$ cat src/rtl/fetch_queue.sv
`timescale 1ns/1ps
// Fetch-stage instruction queue: issues in-order imem requests at PCF, buffers
// returned words with their PCs, hands them to decode and drops in-flight work on FlushD.
module fetch_queue #(
    parameter int unsigned DEPTH = 2
) (
    input  logic        clk,
    input  logic        rst,
    input  logic [31:0] PCF,
    output logic        StallF,
    output logic        imem_req_valid,
    input  logic        imem_req_ready,
    output logic [31:0] imem_req_addr,
    input  logic        imem_rsp_valid,
    input  logic [31:0] imem_rsp_data,
    input  logic        StallD,
    input  logic        FlushD,
    output logic        ValidD,
    output logic [31:0] InstrD,
    output logic [31:0] PCD,
    output logic [31:0] PCPlus4D
);

    localparam int unsigned AW = (DEPTH > 1) ? $clog2(DEPTH) : 1;
    localparam int unsigned CW = AW + 1;
    // One extra bit: back-to-back flushes can stack drops beyond DEPTH.
    localparam int unsigned DW = CW + 1;
    localparam logic [31:0] NOP = 32'h0000_0013;

    logic [AW-1:0]    head_q, head_d;
    logic [AW-1:0]    tail_q, tail_d;
    logic [AW-1:0]    fptr_q, fptr_d;
    logic [CW-1:0]    count_q, count_d;
    logic [CW-1:0]    pend_q, pend_d;
    logic [DW-1:0]    drop_q, drop_d;
    logic [DEPTH-1:0] filled_q, filled_d;
    logic [31:0]      pc_q    [DEPTH];
    logic [31:0]      pc_d    [DEPTH];
    logic [31:0]      instr_q [DEPTH];
    logic [31:0]      instr_d [DEPTH];

    logic pop_c;
    logic alloc_c;
    logic fill_c;
    logic discard_c;

    // Handshakes and head-of-queue presentation
    always_comb begin
        ValidD         = filled_q[head_q];
        pop_c          = ValidD & ~StallD & ~FlushD;
        imem_req_valid = ~rst & ~FlushD & ((count_q < CW'(DEPTH)) | pop_c);
        imem_req_addr  = PCF;
        alloc_c        = imem_req_valid & imem_req_ready;
        StallF         = rst | (~FlushD & ~alloc_c);
        fill_c         = imem_rsp_valid & ~FlushD & (drop_q == '0);
        discard_c      = imem_rsp_valid & ~FlushD & (drop_q != '0);
        InstrD         = ValidD ? instr_q[head_q] : NOP;
        PCD            = ValidD ? pc_q[head_q] : 32'h0;
        PCPlus4D       = PCD + 32'd4;
    end

    // Next-state: allocate at tail, fill oldest pending, pop head; flush clears all
    always_comb begin
        head_d   = head_q;
        tail_d   = tail_q;
        fptr_d   = fptr_q;
        count_d  = count_q;
        pend_d   = pend_q;
        drop_d   = drop_q;
        filled_d = filled_q;
        pc_d     = pc_q;
        instr_d  = instr_q;
        if (FlushD) begin
            head_d   = tail_q;
            fptr_d   = tail_q;
            count_d  = '0;
            pend_d   = '0;
            filled_d = '0;
            drop_d   = drop_q + DW'(pend_q) - DW'(imem_rsp_valid);
        end else begin
            if (alloc_c) begin
                pc_d[tail_q] = PCF;
                tail_d       = tail_q + AW'(1);
            end
            if (fill_c) begin
                instr_d[fptr_q]  = imem_rsp_data;
                filled_d[fptr_q] = 1'b1;
                fptr_d           = fptr_q + AW'(1);
            end
            if (discard_c) begin
                drop_d = drop_q - DW'(1);
            end
            if (pop_c) begin
                filled_d[head_q] = 1'b0;
                head_d           = head_q + AW'(1);
            end
            count_d = count_q + CW'(alloc_c) - CW'(pop_c);
            pend_d  = pend_q + CW'(alloc_c) - CW'(fill_c);
        end
    end

    always_ff @(posedge clk or posedge rst) begin
        if (rst) begin
            head_q   <= '0;
            tail_q   <= '0;
            fptr_q   <= '0;
            count_q  <= '0;
            pend_q   <= '0;
            drop_q   <= '0;
            filled_q <= '0;
            for (int i = 0; i < int'(DEPTH); i++) begin
                pc_q[i]    <= '0;
                instr_q[i] <= NOP;
            end
        end else begin
            head_q   <= head_d;
            tail_q   <= tail_d;
            fptr_q   <= fptr_d;
            count_q  <= count_d;
            pend_q   <= pend_d;
            drop_q   <= drop_d;
            filled_q <= filled_d;
            pc_q     <= pc_d;
            instr_q  <= instr_d;
        end
    end

endmodule
$ cat config.mk
export PLATFORM = sky130hd
export DESIGN_NAME = fetch_queue
export DESIGN_NICKNAME = d
export VERILOG_FILES = /design/src/rtl/fetch_queue.sv
export SDC_FILE = /design/constraint.sdc
export NUM_CORES = 1
export LEC_CHECK = 0
export CAP_MARGIN = 20
export CORE_UTILIZATION = 30
export DETAILED_ROUTE_END_ITERATION = 7
export MAX_ROUTING_LAYER = met4
export SLEW_MARGIN = 20
export SYNTH_ARGS = -nofsm -noshare
export SYNTH_HDL_FRONTEND = slang
export SYNTH_SLANG_ARGS = --single-unit
export TNS_END_PERCENT = 50
$ cat constraint.sdc
create_clock -name clk -period 5.3 [get_ports clk]
set_input_delay 0.53 -clock clk [delete_from_list [all_inputs] [get_ports clk]]
set_output_delay 0.53 -clock clk [all_outputs]
set_load 0.005 [all_outputs]
==> flow_summary.yaml <==
run_status:
  outcome: "complete, no violations"
setup_path:
  arrival_ns: 3.69
  critical_path_class: "reg -> out"
  cp.required_ns: 4.77
  end_kind: "primary output"
  cp-start-kind: "register"
  cp_max_fo: 64
layout:
  layout.nets: 888
  area_delta_synth_final_pct: 33.18
  fin_cells: 1152
  fillers: 2482
  fin_area_um2: 10430
  fin_util: 0.4106
  drive_above_1_share: 0.2463
cts:
  htree_levels: 4
  root_buffer: "clkbuf_16"
  cts.sinks: 140
  postCtsSetupBuffers: 0
  cts_buffer_depth: 2
  postCtsHoldBufs: 0
  cts_resized: 0
  clkTransAtPathRegs_ns: 0.06
  insertion_delay_ns: 0.42
  cts_tree: "yes"
  cts_buffers: 17
timing:
  tns_ns: 0
  rsz0062_at_grt: "no"
  fmax_mhz: 237.2
  setup_viol: 0
  whs_ns: 0.5044
  tightestPinTransition_ns: 1.037
  fin_crit_sh: 0.7954
  period_needed_ns: 4.216
  slew_violations: 0
  setup_ws_ns: 1.084
  hold_viol_final: 0
  relSlewSlack: 0.3069
  skew_ns: 0.01102
die:
  die_area_um2: 26750
  dieWidth_um: 163.6
  die_h_um: 163.6
  ios: 201
  row_count: 58
  core_area_um2: 25400
  start_util: 0.3083
logic_synthesis:
  netlist_area_um2: 7831
  ys_types: 57
  ys_warn_count: 0
  synth_cells: 651
  synth_flop_cell: "dfrtp_1"
  postSynth.asyncResetShare: 1.000
  syn_area_per_cell_um2: 12.03
  synth-seq-cells: 140
  syn_nets: 732
  synth_seq_area_share: 0.4483
  synth_edf_count: 0
grt:
  grt_max_degree: 76
  met1_usage: 0.1976
  met2_usage: 0.2477
  grt_pass1_wl_um: 31790
  grt.busiest_layer: "met2"
  grt_overflow_total: 0
  grt_use_met3: 0.05485
  grt_pass1_vias: 5740
  antenna_found_initial: 2
  grt_usage: 0.1604
power_and_ir_drop:
  p_seq_frac: 0.431
  p_leak_nw: 4.519
  clockPowerShare: 0.258
  combPwrFrac: 0.312
  irDropWorstVdd_mv: 0.2560
  power.internal_mw: 3.069
  p_sw_mw: 1.339
  switching_share: 0.3038
  p_total_mw: 4.408
  p_per_area_nw_per_um2: 422.6
detailed_routing:
  postRouteAntennaNets: 0
  drc_errors: 0
  viasPerCell: 4.700
  via_count: 5414
  drt_pass1_iterations: 4
  drtIter0Drc: 189
  drt_wl_total_um: 20050
  wl_per_cell_um: 17.40
hold_path:
  hold_path_class: "reg -> reg"
placed_design:
  placed_cells: 1118
  place_area_um2: 9861
  dp_hpwl_um: 14150
  pre_cts_ws_ns: 1.535
  io_buffers: 200
  place_congestion: 0.8689
flow_run:
  cap_violations: 0
==> logic make-up after synthesis <==
| kind of cell | after synthesis | synth area share |
|---|---|---|
| and+or+nand+nor | 159 | 0.1168 |
| AOI/OAI and AO/OA | 44 | 0.04793 |
| xor gates and xnor gates | 33 | 0.03691 |
| muxes | 180 | 0.2651 |
| DFF | 140 | 0.4483 |
| adders and majority gates | 11 | 0.01853 |
| buffers and inverters | 84 | 0.06646 |
==> flip-flops by register name, indices dropped and copies added (netlist names) <==
name and cells:
instr_q 64, drop_q 3, count_q 2, pc_q 64
tail_q 1, head_q 1, filled_q 2, fptr_q 1
pend_q 2
==> critical path: stages, from the launching register on <==
cell and delay [ns]:
dfrtp_4 0.75, mux2i_4 0.32, or2_2 0.34, inv_1 0.08, ha_1 0.19, o221a_2 0.30
nand3_1 0.19, a2111oi_4 0.38, xor2_1 0.17, clkdlybuf4s50_1 0.51
==> placed cells by master (no fill, tap or decap), types with 13 or more instances in the layout <==
master / count
clkbuf_16: 17
clkdlybuf4s50_1: 200
dfrtp_1: 133
inv_1: 13
mux2_2: 100
mux2_4: 29
mux2i_1: 50
nand2_1: 22
nand3_1: 13
nor2_1: 59
xor2_1: 22
==> routing by layer <==
metal / share of wire / vias up / wire length, µm
li1: - / 2576 / -
met1: 0.44 / 2640 / 8835
met2: 0.46 / 184 / 9183
met3: 0.093 / 14 / 1861
met4: 0.0082 / 0 / 165
met5: 0 / - / 0
==> power by group through the flow <==
| stage | logic [mW] | clock network (mW) | registers (mW) |
|---|---|---|---|
| floorplan | 1.06 | 0 | 1.78 |
| global placement | 1.37 | 0 | 1.90 |
| detailed placement | 1.39 | 0 | 1.91 |
| CTS | 1.40 | 1.18 | 1.90 |
| global route | 1.52 | 1.21 | 1.97 |
| finish | 1.37 | 1.14 | 1.90 |
==> worst paths after layout <==
kind,end,slack (ns),depth (start not counted),start
max,PCPlus4D[26],1.08,9,head_q$_DFFE_PP0P_
min,instr_q[58]$_DFFE_PP0P_,0.50,1,instr_q[58]$_DFFE_PP0P_
max reg2reg,pc_q[49]$_DFFE_PP0P_,1.64,7,head_q$_DFFE_PP0P_
min reg2reg,instr_q[58]$_DFFE_PP0P_,0.50,1,instr_q[58]$_DFFE_PP0P_
max in group asynchronous,head_q$_DFFE_PP0P_,3.27,3,rst
min in group asynchronous,pc_q[0]$_DFFE_PP0P_,0.59,2,rst
==> final cells by class <==
class | instances | area (µm²) | area share
Clock inverter | 11 | 93.84 | 0.008997
Sequential cell | 140 | 3515 | 0.3370
Tap cell | 330 | 412.9 | 0.03959
Antenna cell | 2 | 5.005 | 0.0004798
Inverter | 14 | 57.56 | 0.005518
Clock buffer | 21 | 470.5 | 0.04511
Timing Repair Buffer | 207 | 2054 | 0.1970
Multi-Input combinational cell | 427 | 3821 | 0.3664
==> Yosys cell counts, drive strengths merged, types with 2 or more instances <==
| cell | instances | area [µm²] |
|---|---|---|
| nand3b | 10 | 87.58 |
| inv | 14 | 52.55 |
| and3 | 2 | 12.51 |
| dfstp | 6 | 157.7 |
| nor4b | 2 | 38.78 |
| o22a | 4 | 35.03 |
| nand2b | 4 | 25.02 |
| nor3 | 3 | 15.01 |
| ha | 10 | 125.1 |
| nor4 | 5 | 50.05 |
| a211oi | 2 | 25.02 |
| nor2b | 5 | 31.28 |
| mux2i | 51 | 514.2 |
| dfrtp | 134 | 3353 |
| nand3 | 17 | 100.1 |
| nand4 | 11 | 90.08 |
| a21oi | 11 | 55.05 |
| mux2 | 129 | 1562 |
| clkbuf | 7 | 26.28 |
| buf | 63 | 441.7 |
| nor2 | 59 | 221.5 |
| and2 | 3 | 18.77 |
| nand2 | 22 | 82.58 |
| nand4b | 8 | 85.08 |
| xor2 | 22 | 192.7 |
| nor3b | 3 | 22.52 |
| a22o | 5 | 43.79 |
| o21ai | 8 | 47.55 |
| or2 | 3 | 18.77 |
| xnor2 | 11 | 96.34 |
| a22oi | 7 | 71.32 |
Power figures use the tool's default switching activity.
